===== src/rtl/mem_window_sched_if.sv =====
// rtl/mem_window_sched_if.sv - controller/memory-side signal bundle for mem_window_sched
// err exists only when WIN_BOUND_CHK_EN is defined.
interface mem_window_sched_if #(
  parameter int ADDR_WIDTH   = 4,
  parameter int CNT_WIDTH    = 4,
  parameter int STRIDE_WIDTH = 3
) ();
  logic                    start;
  logic [ADDR_WIDTH-1:0]   base_addr;
  logic [STRIDE_WIDTH-1:0] stride;
  logic [CNT_WIDTH-1:0]    num_win;
  logic                    stall;
  logic [ADDR_WIDTH-1:0]   addr;
  logic                    win_valid;
  logic [CNT_WIDTH-1:0]    win_idx;
  logic                    busy;
  logic                    done;
`ifdef WIN_BOUND_CHK_EN
  logic                    err;

  modport master (
    output start, base_addr, stride, num_win, stall,
    input  addr, win_valid, win_idx, busy, done, err
  );
  modport slave (
    input  start, base_addr, stride, num_win, stall,
    output addr, win_valid, win_idx, busy, done, err
  );
`else
  modport master (
    output start, base_addr, stride, num_win, stall,
    input  addr, win_valid, win_idx, busy, done
  );
  modport slave (
    input  start, base_addr, stride, num_win, stall,
    output addr, win_valid, win_idx, busy, done
  );
`endif
endinterface


===== src/rtl/mem_window_sched.sv =====
// rtl/mem_window_sched.sv - windowed address sequencer for the five-tap Mem_5_out memory
// Optional window bounds check is enabled by defining WIN_BOUND_CHK_EN.
module mem_window_sched #(
  parameter int ADDR_WIDTH   = 4,
  parameter int RAM_DEPTH    = 1 << ADDR_WIDTH,
  parameter int CNT_WIDTH    = 4,
  parameter int STRIDE_WIDTH = 3
) (
  input logic             clk,
  input logic             rst,
  mem_window_sched_if.slave bus
);

  typedef enum logic [1:0] {
    S_IDLE,
    S_RUN,
    S_DRAIN
  } state_t;

  localparam logic [ADDR_WIDTH-1:0] ADDR_MASK = ADDR_WIDTH'(RAM_DEPTH - 1);

  state_t                  state;
  logic [ADDR_WIDTH-1:0]   addr_q;
  logic [STRIDE_WIDTH-1:0] stride_q;
  logic [CNT_WIDTH-1:0]    remaining;
  logic [CNT_WIDTH-1:0]    issue_idx;
  logic [CNT_WIDTH-1:0]    win_idx_q;
  logic                    win_valid_q;
  logic                    busy_q;
  logic                    done_q;

`ifdef WIN_BOUND_CHK_EN
  localparam int FULL_W = ADDR_WIDTH + CNT_WIDTH + STRIDE_WIDTH;

  logic              err_q;
  logic [FULL_W-1:0] win_end;
  logic              out_of_bounds;

  // Last word touched by the final window: its base plus the four extra taps.
  assign win_end = FULL_W'(bus.base_addr)
                 + FULL_W'(bus.num_win - CNT_WIDTH'(1)) * FULL_W'(bus.stride)
                 + FULL_W'(4);
  assign out_of_bounds = win_end > FULL_W'(RAM_DEPTH - 1);
  assign bus.err = err_q;
`endif

  always_ff @(posedge clk or posedge rst) begin
    if (rst) begin
      state       <= S_IDLE;
      addr_q      <= '0;
      stride_q    <= '0;
      remaining   <= '0;
      issue_idx   <= '0;
      win_idx_q   <= '0;
      win_valid_q <= 1'b0;
      busy_q      <= 1'b0;
      done_q      <= 1'b0;
`ifdef WIN_BOUND_CHK_EN
      err_q       <= 1'b0;
`endif
    end else begin
      win_valid_q <= 1'b0;
      done_q      <= 1'b0;
`ifdef WIN_BOUND_CHK_EN
      err_q       <= 1'b0;
`endif
      case (state)
        S_IDLE: begin
          if (bus.start) begin
            if (bus.num_win == '0) begin
              done_q <= 1'b1;
            end
`ifdef WIN_BOUND_CHK_EN
            else if (out_of_bounds) begin
              err_q <= 1'b1;
            end
`endif
            else begin
              state     <= S_RUN;
              busy_q    <= 1'b1;
              addr_q    <= bus.base_addr;
              stride_q  <= bus.stride;
              remaining <= bus.num_win;
              issue_idx <= '0;
            end
          end
        end
        S_RUN: begin
          // win_valid lags the issue by one cycle to line up with the registered read.
          if (!bus.stall) begin
            addr_q      <= (addr_q + ADDR_WIDTH'(stride_q)) & ADDR_MASK;
            remaining   <= remaining - CNT_WIDTH'(1);
            issue_idx   <= issue_idx + CNT_WIDTH'(1);
            win_valid_q <= 1'b1;
            win_idx_q   <= issue_idx;
            if (remaining == CNT_WIDTH'(1)) begin
              state  <= S_DRAIN;
              done_q <= 1'b1;
            end
          end
        end
        S_DRAIN: begin
          state  <= S_IDLE;
          busy_q <= 1'b0;
        end
        default: begin
          state  <= S_IDLE;
          busy_q <= 1'b0;
        end
      endcase
    end
  end

  assign bus.addr      = addr_q;
  assign bus.win_valid = win_valid_q;
  assign bus.win_idx   = win_idx_q;
  assign bus.busy      = busy_q;
  assign bus.done      = done_q;

endmodule


===== src/flat_wrapper.sv =====
// flat-port wrapper written by rule: the top's interface ports become plain ports
module mem_window_sched_flat 
#(
  parameter int ADDR_WIDTH   = 4,
  parameter int RAM_DEPTH    = 1 << ADDR_WIDTH,
  parameter int CNT_WIDTH    = 4,
  parameter int STRIDE_WIDTH = 3
)
  (clk, rst, bus_start, bus_base_addr, bus_stride, bus_num_win, bus_stall, bus_addr, bus_win_valid, bus_win_idx, bus_busy, bus_done);
  mem_window_sched_if #(.ADDR_WIDTH(ADDR_WIDTH), .CNT_WIDTH(CNT_WIDTH), .STRIDE_WIDTH(STRIDE_WIDTH)) bus_i ();
  input logic clk;
  input logic rst;
  input wire logic [$bits(bus_i.start)-1:0] bus_start;
  input wire logic [$bits(bus_i.base_addr)-1:0] bus_base_addr;
  input wire logic [$bits(bus_i.stride)-1:0] bus_stride;
  input wire logic [$bits(bus_i.num_win)-1:0] bus_num_win;
  input wire logic [$bits(bus_i.stall)-1:0] bus_stall;
  output wire logic [$bits(bus_i.addr)-1:0] bus_addr;
  output wire logic [$bits(bus_i.win_valid)-1:0] bus_win_valid;
  output wire logic [$bits(bus_i.win_idx)-1:0] bus_win_idx;
  output wire logic [$bits(bus_i.busy)-1:0] bus_busy;
  output wire logic [$bits(bus_i.done)-1:0] bus_done;
  assign bus_i.start = bus_start;
  assign bus_i.base_addr = bus_base_addr;
  assign bus_i.stride = bus_stride;
  assign bus_i.num_win = bus_num_win;
  assign bus_i.stall = bus_stall;
  assign bus_addr = bus_i.addr;
  assign bus_win_valid = bus_i.win_valid;
  assign bus_win_idx = bus_i.win_idx;
  assign bus_busy = bus_i.busy;
  assign bus_done = bus_i.done;
  mem_window_sched #(.ADDR_WIDTH(ADDR_WIDTH), .RAM_DEPTH(RAM_DEPTH), .CNT_WIDTH(CNT_WIDTH), .STRIDE_WIDTH(STRIDE_WIDTH)) u_core (.clk(clk), .rst(rst), .bus(bus_i));
endmodule

===== config.mk =====
export PLATFORM = sky130hd
export DESIGN_NAME = mem_window_sched_flat
export DESIGN_NICKNAME = d
export VERILOG_FILES = /design/src/rtl/mem_window_sched_if.sv /design/src/rtl/mem_window_sched.sv /design/src/flat_wrapper.sv
export SDC_FILE = /design/constraint.sdc
export NUM_CORES = 1
export LEC_CHECK = 0
export ABC_AREA = 1
export CAP_MARGIN = 10
export CORE_ASPECT_RATIO = 1.75
export CORE_MARGIN = 1.5
export CORE_UTILIZATION = 54
export DETAILED_ROUTE_END_ITERATION = 8
export PLACE_DENSITY = 0.83
export SYNTH_ARGS = -nofsm -noshare
export SYNTH_HDL_FRONTEND = slang
export SYNTH_SLANG_ARGS = --single-unit

===== constraint.sdc =====
create_clock -name clk -period 3.2 [get_ports clk]
set_input_delay 0.48 -clock clk [delete_from_list [all_inputs] [get_ports clk]]
set_output_delay 0.48 -clock clk [all_outputs]
set_load 0.02 [all_outputs]

==> results.json, run 1 <==
{
  "max_slew.worst_pin.slew_ns": 0.896,
  "viasPerCell": 5.06,
  "final_common_cell": "nand2_1",
  "cts_made_buffers": 3,
  "critPathMaxStageDelay_ns": 0.42,
  "placed_area_mm2": 0.00151,
  "fin_util_pct": 68.4,
  "cp_num_buf_inv": 1,
  "drtAntennaViolNets": 0,
  "r2r_cells": 6,
  "worstHoldStart": "u_core.bus.win_idx[3]",
  "cp.required_ns": 3.36,
  "areaGrowthSynthToFinish_pct": 22.0,
  "ys_ff_latch": 24,
  "hold_path.class": "reg2reg",
  "r2r_start": "u_core.state[1]",
  "rsz0062_at_grt": "no",
  "power_density_mw_per_mm2": 956,
  "hpwl_mm": 1.88,
  "slew_headroom_pct": 40.2,
  "die_area_mm2": 0.00267,
  "fp.dieW_um": 39.7,
  "insertion_delay_ns": 0.26,
  "cts.path.max_buffers": 2,
  "avgSynthCellArea_um2": 8.11,
  "hold_violations": 0,
  "cp_num_cells": 6,
  "ios": 26,
  "finClkSkew_ns": 0.00563,
  "yosysWarningCount": 0,
  "cp_common_cell": "nand2_1",
  "path_cells": "nor2_2 > nand2_1 > inv_1 > nand3_1 > nand2_1 > nor2_1",
  "drt-initial-drc-count": 13,
  "coreArea_mm2": 0.00227,
  "grt_pass1_wl_mm": 4.23,
  "drive_gt1_share_pct": 7.78,
  "synth_seq_area_share_pct": 47.2,
  "totalWireLength_mm": 2.47,
  "slowest_stage": "nor2_2",
  "grt-ovfl-total": 0,
  "setup_tns_ns": 0,
  "cts_tree": "built",
  "reg2reg_to": "u_core.issue_idx[2]",
  "startpoint_type": "flip-flop",
  "stdcell_area_mm2": 0.00155,
  "final_cell_mix": "52 x nand2_1, 25 x clkdlybuf4s50_1, 24 x dfrtp_1, 16 x inv_1, 15 x nand3_1",
  "syn_area_mm2": 0.00127,
  "end_kind": "flip-flop",
  "cts_hold_buf": 0,
  "criticalPathCategory": "reg2reg",
  "firstDrtPassIters": 4,
  "status": "complete, no violations",
  "period_share_pct": 56.5,
  "htreeDepth": 1,
  "ir_drop_mv": 0.605,
  "synthCells": 157,
  "crit_family": "simple AND/OR/NAND/NOR gates",
  "cts.sinks": 24,
  "synthesis.nets": 179,
  "grt.total_usage_pct": 22.6,
  "setup_violations": 0,
  "dr_total_vias": 1037,
  "io_buffers": 25,
  "fmax_mhz": 553,
  "layout.nets": 204,
  "p_leak_uw": 0.000790,
  "place_congestion": 0.784,
  "grt_pass1_vias": 993,
  "grt_max_degree": 25,
  "crit_fanout": 14,
  "rows": 23,
  "start_util_pct": 56.0,
  "ys_types": 23,
  "route.detailed.drc": 0,
  "clk_pin_slew_ns": 0.08,
  "avgRoutedWirePerCell_um": 12.0,
  "maxCapViolations": 0,
  "period_needed_ns": 1.81,
  "r2r_slack_ns": 1.39,
  "ctsResizeCount": 0,
  "slew_viol_final": 0,
  "cp-endpoint": "u_core.issue_idx[2]",
  "critPathArrivalTime_ns": 1.97,
  "antenna_cells": 0,
  "root_buffer": "clkbuf_8",
  "setup.worst_path.start": "u_core.state[1]",
  "antenna_found_initial": 0,
  "postCtsSetupBuffers": 0,
  "die_h_um": 67.3
}
==> how the worst min path moves through the flow <==
stage	endpoint	cells past startpoint
floorplan	u_core.stride_q[0]	2
global placement	u_core.stride_q[0]	2
detailed placement	u_core.bus.win_idx[3]	2
CTS	u_core.bus.win_idx[3]	2
global route	u_core.bus.win_idx[3]	2
finish	u_core.bus.win_idx[3]	2
==> cells by family after synthesis <==
logic type               share of synthesized area (%)
AO/OA/AOI/OAI                                     7.37
adder cells (fa/ha/maj)                           7.47
buffers and inverters                             8.35
flip-flops                                        47.2
AND/OR/NAND/NOR                                   29.7
==> synthesized netlist by cell type, drive strengths merged <==
master / n / share of area, %
o21ai: 11 / 4.9
a21oi: 4 / 1.9
dfrtp: 24 / 47
fa: 1 / 1.6
nand2: 54 / 17
or2: 2 / 0.98
o21a: 1 / 0.59
nand4: 1 / 0.49
inv: 17 / 5.0
ha: 6 / 5.9
nand3: 16 / 6.7
nor2: 15 / 4.8
buf: 5 / 3.3
==> metrics by stage <==
stage / power, uW / cells / setup WS, ns / hold WS [ns]
floorplan: 1110 / 157 / 1.66 / 0.446
global placement: 1280 / 202 / 1.28 / 0.463
detailed placement: 1320 / 202 / 1.28 / 0.471
CTS: 1490 / 205 / 1.40 / 0.489
global route: 1630 / 205 / 1.19 / 0.498
finish: 1480 / 205 / 1.39 / 0.485
==> registers in the layout, indices dropped and copies added, names as in the netlist <==
signal,count
u_core.issue_idx,4
u_core.bus.win_valid,1
u_core.bus.done,1
u_core.bus.addr,4
u_core.state,2
u_core.remaining,4
u_core.bus.busy,1
u_core.stride_q,3
u_core.bus.win_idx,4
==> tightest hold or removal path, stage by stage, from the launching register on <==
cell and delay, ns:
dfrtp_1 0.35, nand2_1 0.05, nand2_1 0.05
==> layout make-up <==
| class | count | area [um^2] |
|---|---|---|
| fillers | 187 | 719 |
| inverters | 17 | 63.8 |
| multi-input cells | 111 | 567 |
| clock buffers | 3 | 41.3 |
| well taps | 25 | 31.3 |
| flip-flops and latches | 24 | 601 |
| repair buffers | 25 | 250 |
==> report_power, final <==
part,leakage [uW],internal [uW],total [uW],switching (uW)
Sequential,0.000299,432,525,92.4
Clock,0.0000216,84.0,173,89.4
Combinational,0.000469,325,787,462
==> layer usage <==
| layer | GRT usage (%) | vias to the layer above | wire (um) |
|---|---|---|---|
| li1 | - | 539 | - |
| met1 | 28.6 | 475 | 1020 |
| met2 | 37.7 | 21 | 1350 |
| met3 | 1.97 | 2 | 71 |
| met4 | 9.91 | 0 | 23 |
| met5 | 0 | - | 0 |
(Power assumes the default switching activity.)
==> run 2, diff against run 1 <==
Settings changed: CORE_UTILIZATION 54 to 50, PLACE_DENSITY 0.83 to 0.78.
Clock period 3.2 ns to 1.85 ns, I/O delays scaled along.
==> run 2 against run 1 <==
  * Register-to-register slack got worse by 1.1 ns
  * Largest power group unchanged
  * Critical path depth fell by 5
  * Design area rose by 3.9%
  * Die area rose by 7.5%
  * Clock power rose to 2.6 times the previous value
  * Routed wire length rose by 6.4%
  * Utilization fell by 2.8 points
  * Highest routed layer unchanged
  * Setup slack got worse by 1.1 ns
  * Global-route usage fell by 1.4 points
  * Sequential share of layout area fell by 1.5 points
  * Flip-flop and latch count did not move
  * Final cell count rose by 2.9%
  * Largest cell class unchanged
==> results.json, run 2 (synthesized netlist as in run 1, its figures left out) <==
{
  "status": "complete, no violations",
  "end_kind": "primary output",
  "final_cell_mix": "52 x nand2_1, 25 x clkdlybuf4s50_1, 24 x dfrtp_1, 16 x inv_1, 15 x nand3_1",
  "startpoint_type": "flip-flop",
  "slew_headroom_pct": 79.3,
  "cp_num_buf_inv": 1,
  "grt-ovfl-total": 0,
  "grt.busiest_layer": "met2",
  "grt.total_usage_pct": 21.2,
  "antenna_cells": 0,
  "maxCapViolations": 0,
  "io_buffers": 25,
  "grt_max_degree": 25,
  "firstDrtPassIters": 4,
  "htreeDepth": 1,
  "setup_violations": 0,
  "period_needed_ns": 1.57,
  "cp.required_ns": 1.57,
  "start_util_pct": 51.7,
  "critPathArrivalTime_ns": 1.30,
  "final_common_cell": "nand2_1",
  "met1_usage_pct": 24.6,
  "layout.nets": 208,
  "root_buffer": "clkbuf_8",
  "rsz0062_at_grt": "no",
  "p_leak_uw": 0.000822,
  "coreArea_mm2": 0.00246,
  "setup_tns_ns": 0,
  "hold-worst-slack_ns": 0.355,
  "cts_tree": "built",
  "slowest_stage": "clkdlybuf4s50_1",
  "grt_pass1_wl_mm": 4.44,
  "cts.path.max_buffers": 2,
  "viasPerCell": 5.27,
  "cts_made_buffers": 3,
  "crit_fanout": 4,
  "hpwl_mm": 2.04,
  "dr_total_vias": 1111,
  "use_met3_pct": 2.24,
  "ios": 26,
  "die_area_mm2": 0.00287,
  "path_cells": "clkdlybuf4s50_1",
  "drive_gt1_share_pct": 10.3,
  "rows": 24,
  "drtAntennaViolNets": 0,
  "cts.sinks": 24,
  "avgRoutedWirePerCell_um": 12.4,
  "power_density_mw_per_mm2": 1710,
  "ctsResizeCount": 0,
  "postCtsSetupBuffers": 0,
  "insertion_delay_ns": 0.26,
  "criticalPathCategory": "reg2out",
  "antenna_found_initial": 0,
  "critPathMaxStageDelay_ns": 0.62,
  "ir_drop_mv": 0.885,
  "route.detailed.drc": 0,
  "period_share_pct": 85.1,
  "die_h_um": 69.8,
  "drt-initial-drc-count": 18,
  "totalWireLength_mm": 2.62,
  "cts_hold_buf": 0,
  "finClkSkew_ns": 0.0101,
  "slew_viol_final": 0,
  "areaGrowthSynthToFinish_pct": 26.8,
  "use_met2_pct": 36.5,
  "clk_pin_slew_ns": 0.09,
  "crit_family": "buffers and inverters",
  "fmax_mhz": 635,
  "place_congestion": 0.853,
  "max_slew.worst_pin.slew_ns": 0.310,
  "grt_pass1_vias": 1090,
  "fp.dieW_um": 41.2,
  "hold_path.class": "in2async",
  "hold_violations": 0
}
-- run 2: cell types whose count changed in the layout (fill, tap and decap cells not counted), sizes merged --
cell,change
buf,+4
bufinv,+1
-- run 2: area by class of cell --
type                       instances  area [um^2]
timing repair buffer              29          280
multi-input combinational        111          567
fill                             224          847
tap                               26         32.5
sequential                        24          601
clock inverter                     1         30.0
inverter                          17         63.8
clock buffer                       3         41.3
-- run 2: per-layer routing --
| metal | share of wire, % | vias up | routed length (um) |
|---|---|---|---|
| met4 | 1.3 | 0 | 34 |
| met3 | 3.1 | 4 | 82 |
| met1 | 39 | 529 | 1030 |
| met2 | 56 | 29 | 1470 |
| li1 | - | 549 | - |
| met5 | 0 | - | 0 |
-- run 2: through the flow --
step | area [um^2] | utilization, % | total power [uW] | setup slack (ns) | instances
after global routing | 1620 | 65.6 | 3000 | 0.207 | 211
after global placement | 1540 | 62.7 | 2280 | 0.256 | 207
after detailed placement | 1540 | 62.7 | 2320 | 0.187 | 207
after CTS | 1620 | 65.6 | 2790 | 0.272 | 211
after floorplan | 1270 | - | 1920 | 0.309 | 157
final | 1620 | 65.6 | 2760 | 0.275 | 211
-- run 2: worst paths after layout --
check                                      startpoint                     to  slack [ns]  cells past startpoint
worst min-delay path                              rst  u_core.bus.win_idx[0]        0.35                      3
worst min register to register  u_core.bus.win_idx[1]  u_core.bus.win_idx[1]        0.49                      2
min in group clk                u_core.bus.win_idx[1]  u_core.bus.win_idx[1]        0.49                      2
max in group asynchronous                         rst    u_core.remaining[3]        1.25                      3
worst max register to register     u_core.bus.addr[0]     u_core.bus.addr[2]        0.31                      7
worst max-delay path               u_core.bus.addr[3]            bus_addr[3]        0.28                      1
-- run 2: power by group --
group	internal, uW	total [uW]	switching (uW)
combinational	595	1400	804
clock	289	454	165
sequential	748	905	158
total	1630	2760	1130
==> run 3, diff against run 2 <==
Settings changed: CORE_UTILIZATION 50 to 42, PLACE_DENSITY 0.78 to 0.67.
==> run 3 against run 2 <==
  * The flow now finishes with violations (design-rule violations)
  * First-iteration DRC count grew 56%
  * Combinational power about the same
  * Die area increased by 18%
  * Flip-flop and latch count is the same
  * Count of clock-buffer cells in the layout grew 1
  * Sequential power up 0.4%
  * Register-to-register slack about the same
  * Total power down 3.7%
  * Largest cell class unchanged
  * Highest routed layer unchanged
==> results.json, run 3 (synthesized netlist as in run 1, its figures left out) <==
{
  "root_buffer": "clkbuf_8",
  "violations": "design-rule violations",
  "grt.total_usage_pct": 17.2,
  "max_slew.worst_pin.slew_ns": 0.309,
  "grt_pass1_wl_mm": 4.26,
  "route.detailed.drc": 1,
  "startpoint_type": "flip-flop",
  "firstDrtPassIters": 6,
  "cp.required_ns": 1.57,
  "htreeDepth": 1,
  "fill_cells": 284,
  "switching_power_uw": 1120,
  "fp.dieW_um": 44.6,
  "crit_family": "buffers and inverters",
  "totalWireLength_mm": 2.56,
  "power.total_uw": 2660,
  "period_share_pct": 84.5,
  "finClkSkew_ns": 0.00246,
  "setup_tns_ns": 0,
  "layout.nets": 208,
  "hold-worst-slack_ns": 0.347,
  "power.clock.fraction_pct": 13.4,
  "crit_fanout": 4,
  "grt_pass1_vias": 978,
  "antenna_cells": 0,
  "setup_violations": 0,
  "avgRoutedWirePerCell_um": 12.0,
  "placed_area_mm2": 0.00155,
  "insertion_delay_ns": 0.26,
  "slew_headroom_pct": 79.4,
  "start_util_pct": 44.0,
  "drive_gt1_share_pct": 10.3,
  "critPathMaxStageDelay_ns": 0.62,
  "dr_total_vias": 1074,
  "p_leak_uw": 0.000815,
  "die_area_mm2": 0.00339,
  "power_density_mw_per_mm2": 1660,
  "hold_path.class": "in2async",
  "clk_pin_slew_ns": 0.08,
  "cts.path.max_buffers": 2,
  "ctsResizeCount": 0,
  "end_kind": "primary output",
  "cts.sinks": 24,
  "grt_max_degree": 25,
  "period_needed_ns": 1.56,
  "fmax_mhz": 639,
  "areaGrowthSynthToFinish_pct": 25.7,
  "final_cell_mix": "52 x nand2_1, 25 x clkdlybuf4s50_1, 24 x dfrtp_1, 16 x inv_1, 15 x nand3_1",
  "cts_tree": "built",
  "hold_violations": 0,
  "critPathArrivalTime_ns": 1.29,
  "maxCapViolations": 0,
  "cts_made_buffers": 3,
  "cts_hold_buf": 0,
  "seq_power_share_pct": 34.2,
  "criticalPathCategory": "reg2out",
  "io_buffers": 25,
  "ios": 26,
  "postCtsSetupBuffers": 0,
  "coreArea_mm2": 0.00290,
  "combPwrFrac_pct": 52.4,
  "p_int_uw": 1530,
  "status": "complete, but fails checks",
  "cp_num_buf_inv": 1,
  "drtAntennaViolNets": 0,
  "hpwl_mm": 1.97,
  "rsz0062_at_grt": "no",
  "grt-ovfl-total": 0,
  "rows": 26,
  "slew_viol_final": 0,
  "antenna_found_initial": 0,
  "final_common_cell": "nand2_1",
  "ir_drop_mv": 0.830,
  "path_cells": "clkdlybuf4s50_1",
  "stdcell_area_mm2": 0.00160,
  "die_h_um": 75.9,
  "drt-initial-drc-count": 28,
  "viasPerCell": 5.04,
  "place_congestion": 0.815,
  "slowest_stage": "clkdlybuf4s50_1",
  "p_sw_share_pct": 42.3
}
[run 3: power groups by stage]
| stage | clock network, uW | registers [uW] | logic [uW] |
|---|---|---|---|
| after floorplan | 0 | 1000 | 911 |
| after global placement | 0 | 907 | 1370 |
| after detailed placement | 0 | 917 | 1410 |
| after CTS | 362 | 908 | 1410 |
| after global routing | 391 | 934 | 1570 |
| final | 355 | 909 | 1390 |
[run 3: layout make-up]
cell class	instances	area, um^2	area share [%]
Clock buffer	4	55.1	3.44
Inverter	17	63.8	3.98
Multi-Input combinational cell	111	567	35.4
Sequential cell	24	601	37.5
Tap cell	28	35.0	2.19
Timing Repair Buffer	29	280	17.5
[run 3: final timing paths]
path	cells after the start	startpoint	slack, ns	endpoint
min	3	rst	0.35	u_core.bus.busy
max reg2reg	7	u_core.bus.addr[0]	0.31	u_core.bus.addr[2]
max	1	u_core.bus.addr[3]	0.29	bus_addr[3]
max in group asynchronous	3	rst	1.26	u_core.stride_q[0]
min in group clk	2	u_core.bus.busy	0.48	u_core.bus.busy
min reg2reg	2	u_core.bus.busy	0.48	u_core.bus.busy
[run 3: layer usage]
metal	track usage, %	up-vias	share of wire, %
li1	-	546	-
met1	20.3	508	43
met2	30.1	18	54
met3	2.13	2	2.2
met4	8.08	0	0.98
met5	0	-	0
[run 3: through the flow]
stage,setup WS (ns),cells,utilization [%]
after detailed placement,0.188,209,53.4
after floorplan,0.309,157,-
after global placement,0.207,209,53.4
after CTS,0.277,213,55.3
final,0.286,213,55.3
after global routing,0.215,213,55.3
[run 3: worst register-to-register path, delay by kind of cell, from the launching register on]
family / cells / cell delay, ns
compound gates: 2 / 0.29
fa+ha+maj: 2 / 0.60
buf+inv: 1 / 0.06
flops: 1 / 0.38
simple gates: 2 / 0.13
